$ cat src/rtl/mem_arbiter.sv
// mem_arbiter
//   Shares a single RAM port between CPUS processors, each with one
//   instruction port and one data port. A two-state FSM (IDLE, SERVE)
//   arbitrates in IDLE and holds the grant in SERVE for as long as the
//   owner keeps its request of the granted type asserted. This lets a
//   cache fill or write back several consecutive words under one grant.
//
//   Arbitration: data requests beat instruction requests. Within a class
//   the winner is the first requester found scanning upward from the
//   round-robin pointer rr, wrapping around. On release, rr moves to
//   owner+1.
//
// Ports
//   CLK, nRST         clock (rising edge); asynchronous active-low reset
//   iREN, iaddr       per-CPU instruction read request and word address
//   dREN, dWEN        per-CPU data read / write request
//   daddr, dstore     per-CPU data word address and write value
//   iwait, dwait      per-CPU stall; 0 marks the completion cycle
//   iload, dload      per-CPU read data (ramload broadcast to everyone)
//   ramREN, ramWEN    RAM read / write strobes
//   ramaddr, ramstore RAM address and write data
//   ramload           RAM read data
//   ramstate          RAM status: FREE, BUSY, ACCESS, ERROR

module mem_arbiter #(
    parameter int unsigned CPUS = 2
) (
    input  logic                  CLK,
    input  logic                  nRST,
    input  logic [CPUS-1:0]       iREN,
    input  logic [CPUS-1:0][31:0] iaddr,
    input  logic [CPUS-1:0]       dREN,
    input  logic [CPUS-1:0]       dWEN,
    input  logic [CPUS-1:0][31:0] daddr,
    input  logic [CPUS-1:0][31:0] dstore,
    output logic [CPUS-1:0]       iwait,
    output logic [CPUS-1:0]       dwait,
    output logic [CPUS-1:0][31:0] iload,
    output logic [CPUS-1:0][31:0] dload,
    output logic                  ramREN,
    output logic                  ramWEN,
    output logic [31:0]           ramaddr,
    output logic [31:0]           ramstore,
    input  logic [31:0]           ramload,
    input  logic [1:0]            ramstate
);

    localparam int unsigned OW = (CPUS > 1) ? $clog2(CPUS) : 1;

    typedef enum logic {IDLE, SERVE} state_t;
    typedef enum logic {OT_I, OT_D} otype_t;
    typedef enum logic [1:0] {RAM_FREE, RAM_BUSY, RAM_ACCESS, RAM_ERROR} ramstate_t;

    state_t          state;
    otype_t          otype;
    logic [OW-1:0]   owner;
    logic [OW-1:0]   rr;

    logic [CPUS-1:0] d_req;
    logic [OW:0]     d_sel;
    logic [OW:0]     i_sel;
    logic            owner_req;
    logic            done;

    // Returns {found, index} of the first set bit of req, scanning upward
    // from start and wrapping past CPUS-1 back to 0.
    function automatic logic [OW:0] rr_pick(input logic [CPUS-1:0] req,
                                            input logic [OW-1:0]   start);
        logic [OW:0]  res;
        int unsigned  idx;
        res = '0;
        idx = 0;
        for (int unsigned k = 0; k < CPUS; k++) begin
            idx = (32'(start) + k) % CPUS;
            if (!res[OW] && req[OW'(idx)]) begin
                res = {1'b1, OW'(idx)};
            end
        end
        return res;
    endfunction

    assign d_req = dREN | dWEN;
    assign d_sel = rr_pick(d_req, rr);
    assign i_sel = rr_pick(iREN, rr);

    // Owner still wants the port for the class it was granted.
    assign owner_req = (otype == OT_D) ? d_req[owner] : iREN[owner];

    // Completion: serving a live request and the RAM reports ACCESS.
    assign done = (state == SERVE) && owner_req && (ramstate == RAM_ACCESS);

    always_ff @(posedge CLK or negedge nRST) begin
        if (!nRST) begin
            state <= IDLE;
            owner <= '0;
            otype <= OT_D;
            rr    <= '0;
        end else begin
            case (state)
                IDLE: begin
                    if (d_sel[OW]) begin
                        state <= SERVE;
                        owner <= d_sel[OW-1:0];
                        otype <= OT_D;
                    end else if (i_sel[OW]) begin
                        state <= SERVE;
                        owner <= i_sel[OW-1:0];
                        otype <= OT_I;
                    end
                end
                SERVE: begin
                    // Grant is released only when the owner drops its request;
                    // requests seen in this release cycle wait for the next IDLE.
                    if (!owner_req) begin
                        state <= IDLE;
                        rr    <= (owner == OW'(CPUS - 1)) ? '0 : owner + OW'(1);
                    end
                end
                default: state <= IDLE;
            endcase
        end
    end

    // RAM side follows the owner's port combinationally while it is served;
    // the asynchronous reset clears state, so strobes drop as soon as nRST falls.
    always_comb begin
        ramREN   = 1'b0;
        ramWEN   = 1'b0;
        ramaddr  = '0;
        ramstore = '0;
        if (state == SERVE && owner_req) begin
            if (otype == OT_D) begin
                ramaddr = daddr[owner];
                if (dWEN[owner]) begin
                    ramWEN   = 1'b1;
                    ramstore = dstore[owner];
                end else begin
                    ramREN = 1'b1;
                end
            end else begin
                ramaddr = iaddr[owner];
                ramREN  = 1'b1;
            end
        end
    end

    // A port with no request never stalls; a requesting port stalls unless
    // it is the owner of the matching class in its completion cycle.
    always_comb begin
        iwait = '0;
        dwait = '0;
        for (int unsigned c = 0; c < CPUS; c++) begin
            dwait[c] = d_req[c] && !(done && otype == OT_D && owner == OW'(c));
            iwait[c] = iREN[c]  && !(done && otype == OT_I && owner == OW'(c));
        end
    end

    always_comb begin
        iload = '0;
        dload = '0;
        for (int unsigned c = 0; c < CPUS; c++) begin
            iload[c] = ramload;
            dload[c] = ramload;
        end
    end

endmodule

$ cat config.mk
export PLATFORM = sky130hd
export DESIGN_NAME = mem_arbiter
export DESIGN_NICKNAME = d
export VERILOG_FILES = /design/src/rtl/mem_arbiter.sv
export SDC_FILE = /design/constraint.sdc
export NUM_CORES = 1
export LEC_CHECK = 0
export BUFFER_PORTS_ARGS = -buffer_cell sky130_fd_sc_hd__buf_2
export CAP_MARGIN = 0
export CELL_PAD_IN_SITES_DETAIL_PLACEMENT = 2
export CELL_PAD_IN_SITES_GLOBAL_PLACEMENT = 2
export CORE_AREA = 2 2 169 171
export CTS_CLUSTER_DIAMETER = 120
export CTS_CLUSTER_SIZE = 24
export DETAILED_ROUTE_END_ITERATION = 10
export DIE_AREA = 0 0 171 173
export PLACE_DENSITY = 0.66
export SLEW_MARGIN = 40
export SYNTH_ARGS = -nofsm -noshare
export SYNTH_HDL_FRONTEND = slang
export SYNTH_SLANG_ARGS = --single-unit
$ cat constraint.sdc
create_clock -name CLK -period 2.36 [get_ports CLK]
set_clock_uncertainty 0.05 [all_clocks]
set_input_delay 0.472 -clock CLK [delete_from_list [all_inputs] [get_ports CLK]]
set_output_delay 0.472 -clock CLK [all_outputs]
set_load 0.02 [all_outputs]
==> flow_summary_export.csv <==
group,metric,value,unit
pwr,vdd_drop_max,0.372,mV
pwr,leakage,2.14,nW
floorplanning,fp.coreArea,27600,µm²
cells_and_area,final_nets,701,
clocking,clk_pin_slew_worst_paths,0.03,ns
floorplanning,start_util,0.102,
routing,route.detailed.drc,0,
clocking,cts_tree,"built",
yosys,synthFlopType,"dfrtp_1",
yosys,synthCells,311,
floorplanning,die_area,29600,µm²
setup_path,end_kind,"output port",
yosys,synth_area,2810,µm²
yosys,yosysUniqueCellTypes,29,
yosys,synth_edf_count,0,
clocking,clk_latency,0.23,ns
routing,dr.pass1.iters,4,
grt,grt_pass1_vias,3348,
routing,ant_nets,0,
clocking,clock_path_buffers,2,
yosys,yosysWarnings,0,
timing,setup_viol,2,
timing,period_share,1.00,
grt,grt_overflow,0,
timing,slew_headroom,0.774,
run,drv_cap,0,
routing,drtIter0Drc,40,
outcome,status,"finished, violations left",
timing,tightest_slew,0.339,ns
yosys,synth_area_per_cell,9.03,µm²
timing,setup-tns-final,-0.00583,ns
timing,hold_viol,0,
setup_path,crit_fanout,6,
routing,routed_wl,14300,µm
setup_path,cp.arrival,1.84,ns
timing,min_period,2.37,ns
timing,drv_slew,0,
yosys,synth_top_area_share,0.345,
yosys,synth_top_cell_by_area,"buf_4",
placed_design,place_ws,0.131,ns
timing,fin_ws,-0.00572,ns
placed_design,routabilityCongestion,0.702,
clocking,h-tree-depth,1,
floorplanning,die_w,171,µm
cells_and_area,syn2layout_area_growth,53.8,%
setup_path,cp.required,1.84,ns
timing,fmax,0.423,GHz
routing,via_count,2844,
timing,rsz0062_at_grt,"yes",
pwr,power_density,1200,nW/µm²
routing,via_per_inst,3.36,
yosys,synthesis.nets,545,
yosys,synthTopCellsByCount,"129 x buf_4, 37 x nor2_1, 35 x mux2i_1",
yosys,synth_area_leaders,"buf_4 34%, mux4_2 23%, mux2i_1 12%, nor2b_1 7.1%, nor2_1 4.9%",
cells_and_area,post-route-cell-area,4320,µm²
setup_path,start_kind,"flip-flop",
clocking,cts_root_buffer,"clkbuf_16",
grt,antenna_found_initial,4,
cells_and_area,drive_gt1_frac,0.788,
floorplanning,ios,432,
yosys,ys_ff_latch,4,
cells_and_area,postLayoutCoreUtil,0.156,
clocking,cts_sinks,4,
routing,wl_per_cell,17.0,µm
yosys,synth.most_common_cell,"buf_4",
yosys,synthArstFlopShare,1.00,
floorplanning,die_h,173,µm
grt,track_usage,0.0889,
grt,grt_max_degree,34,
grt,grt_pass1_wl,19900,µm
hold_path,hold_class,"reg2reg",
yosys,ys_seq_area_frac,0.0361,
pwr,finalPower,5.18,mW
floorplanning,num_rows,61,
setup_path,worst-setup-path-type,"reg2out",
outcome,violations,"setup timing",
clocking,cts_buffers,3,
placed_design,io_buffer_count,271,
placed_design,hpwl,11800,µm
cells_and_area,fillCellCount,3294,
placed_design,placed_area,3670,µm²
==> what timing repair did <==
| item | in CTS | in global routing |
|---|---|---|
| setup buffers | 11 | 2 |
| gates cloned | 1 | 3 |
| endpoints found under the hold margin | 3 | 0 |
| pin swaps | 3 | 5 |
| hold buffers | 1 | 0 |
| setup endpoints to repair | 37 | 68 |
| gates resized for setup | 52 | 71 |
==> sequential cells by signal, indices dropped and copies added, names as in the netlist <==
| register | cells |
|---|---|
| otype | 1 |
| rr | 1 |
| state | 1 |
| owner | 1 |
==> placed cells by master (no fill, tap or decap), types with 4 or more instances in the layout <==
master | netlist | final
buf_6 | 6 | 25
inv_1 | 6 | 5
buf_12 | 0 | 4
buf_4 | 129 | 46
nor2b_1 | 32 | 11
nor2b_4 | 0 | 14
nor2_1 | 37 | 30
nor2b_2 | 0 | 7
mux2i_1 | 35 | 34
mux4_2 | 29 | 29
clkbuf_16 | 0 | 6
nor2_2 | 0 | 7
buf_2 | 9 | 217
==> report_power, final <==
| group | total [mW] | internal (mW) | switching, mW |
|---|---|---|---|
| Clock | 0.278 | 0.224 | 0.0544 |
| Combinational | 4.74 | 2.41 | 2.34 |
| Sequential | 0.162 | 0.117 | 0.0445 |
| Total | 5.18 | 2.75 | 2.43 |
==> per-stage QoR <==
stage,hold slack [ns],instances
2_1_floorplan,0.126,311
3_3_place_gp,0.232,824
3_5_place_dp,0.237,824
4_1_cts,0.498,841
5_1_grt,0.549,845
6_report,0.503,846
==> critical path, cell delays in order, from the launching register on <==
cell and delay, ns:
dfrtp_4 0.50, buf_6 0.15, a211oi_4 0.28, o21ai_4 0.11, buf_6 0.15, clkbuf_16 0.18, nor2b_4 0.12, buf_6 0.12
==> path summary, 6_finish.rpt <==
kind / startpoint / end / slack (ns) / depth (start not counted)
max in group asynchronous: nRST / otype / 1.51 / 2
min in group asynchronous: nRST / owner / 0.54 / 2
hold / removal: rr / rr / 0.50 / 2
setup / recovery: owner / ramaddr[19] / -0.006 / 7
setup reg to reg: owner / rr / 0.77 / 5
hold reg to reg: rr / rr / 0.50 / 2
==> logic make-up after synthesis <==
kind of cell / count (synthesis) / share of synthesized area
DFF: 4 / 0.0361
buffers and inverters: 152 / 0.400
muxes: 68 / 0.389
AOI/OAI and AO/OA: 11 / 0.0330
and+or+nand+nor: 76 / 0.141
==> area by class of cell <==
type	instances	area (µm²)	area share
antenna	2	5.00	0.00116
clock buffer	4	78.8	0.0183
inverter	6	22.5	0.00521
multi-input combinational	155	1740	0.403
sequential	4	105	0.0243
tap	378	473	0.110
timing repair buffer	297	1890	0.438
==> routing by layer <==
metal	vias to the layer above	global-route usage	part of all wire	wire, µm
li1	1254	-	-	-
met2	238	0.166	0.52	7390
met5	-	0	0.0015	21
met3	45	0.0316	0.11	1560
met1	1303	0.0904	0.35	4980
met4	4	0.0297	0.027	390
No activity file was read; power rests on OpenSTA's default activity.
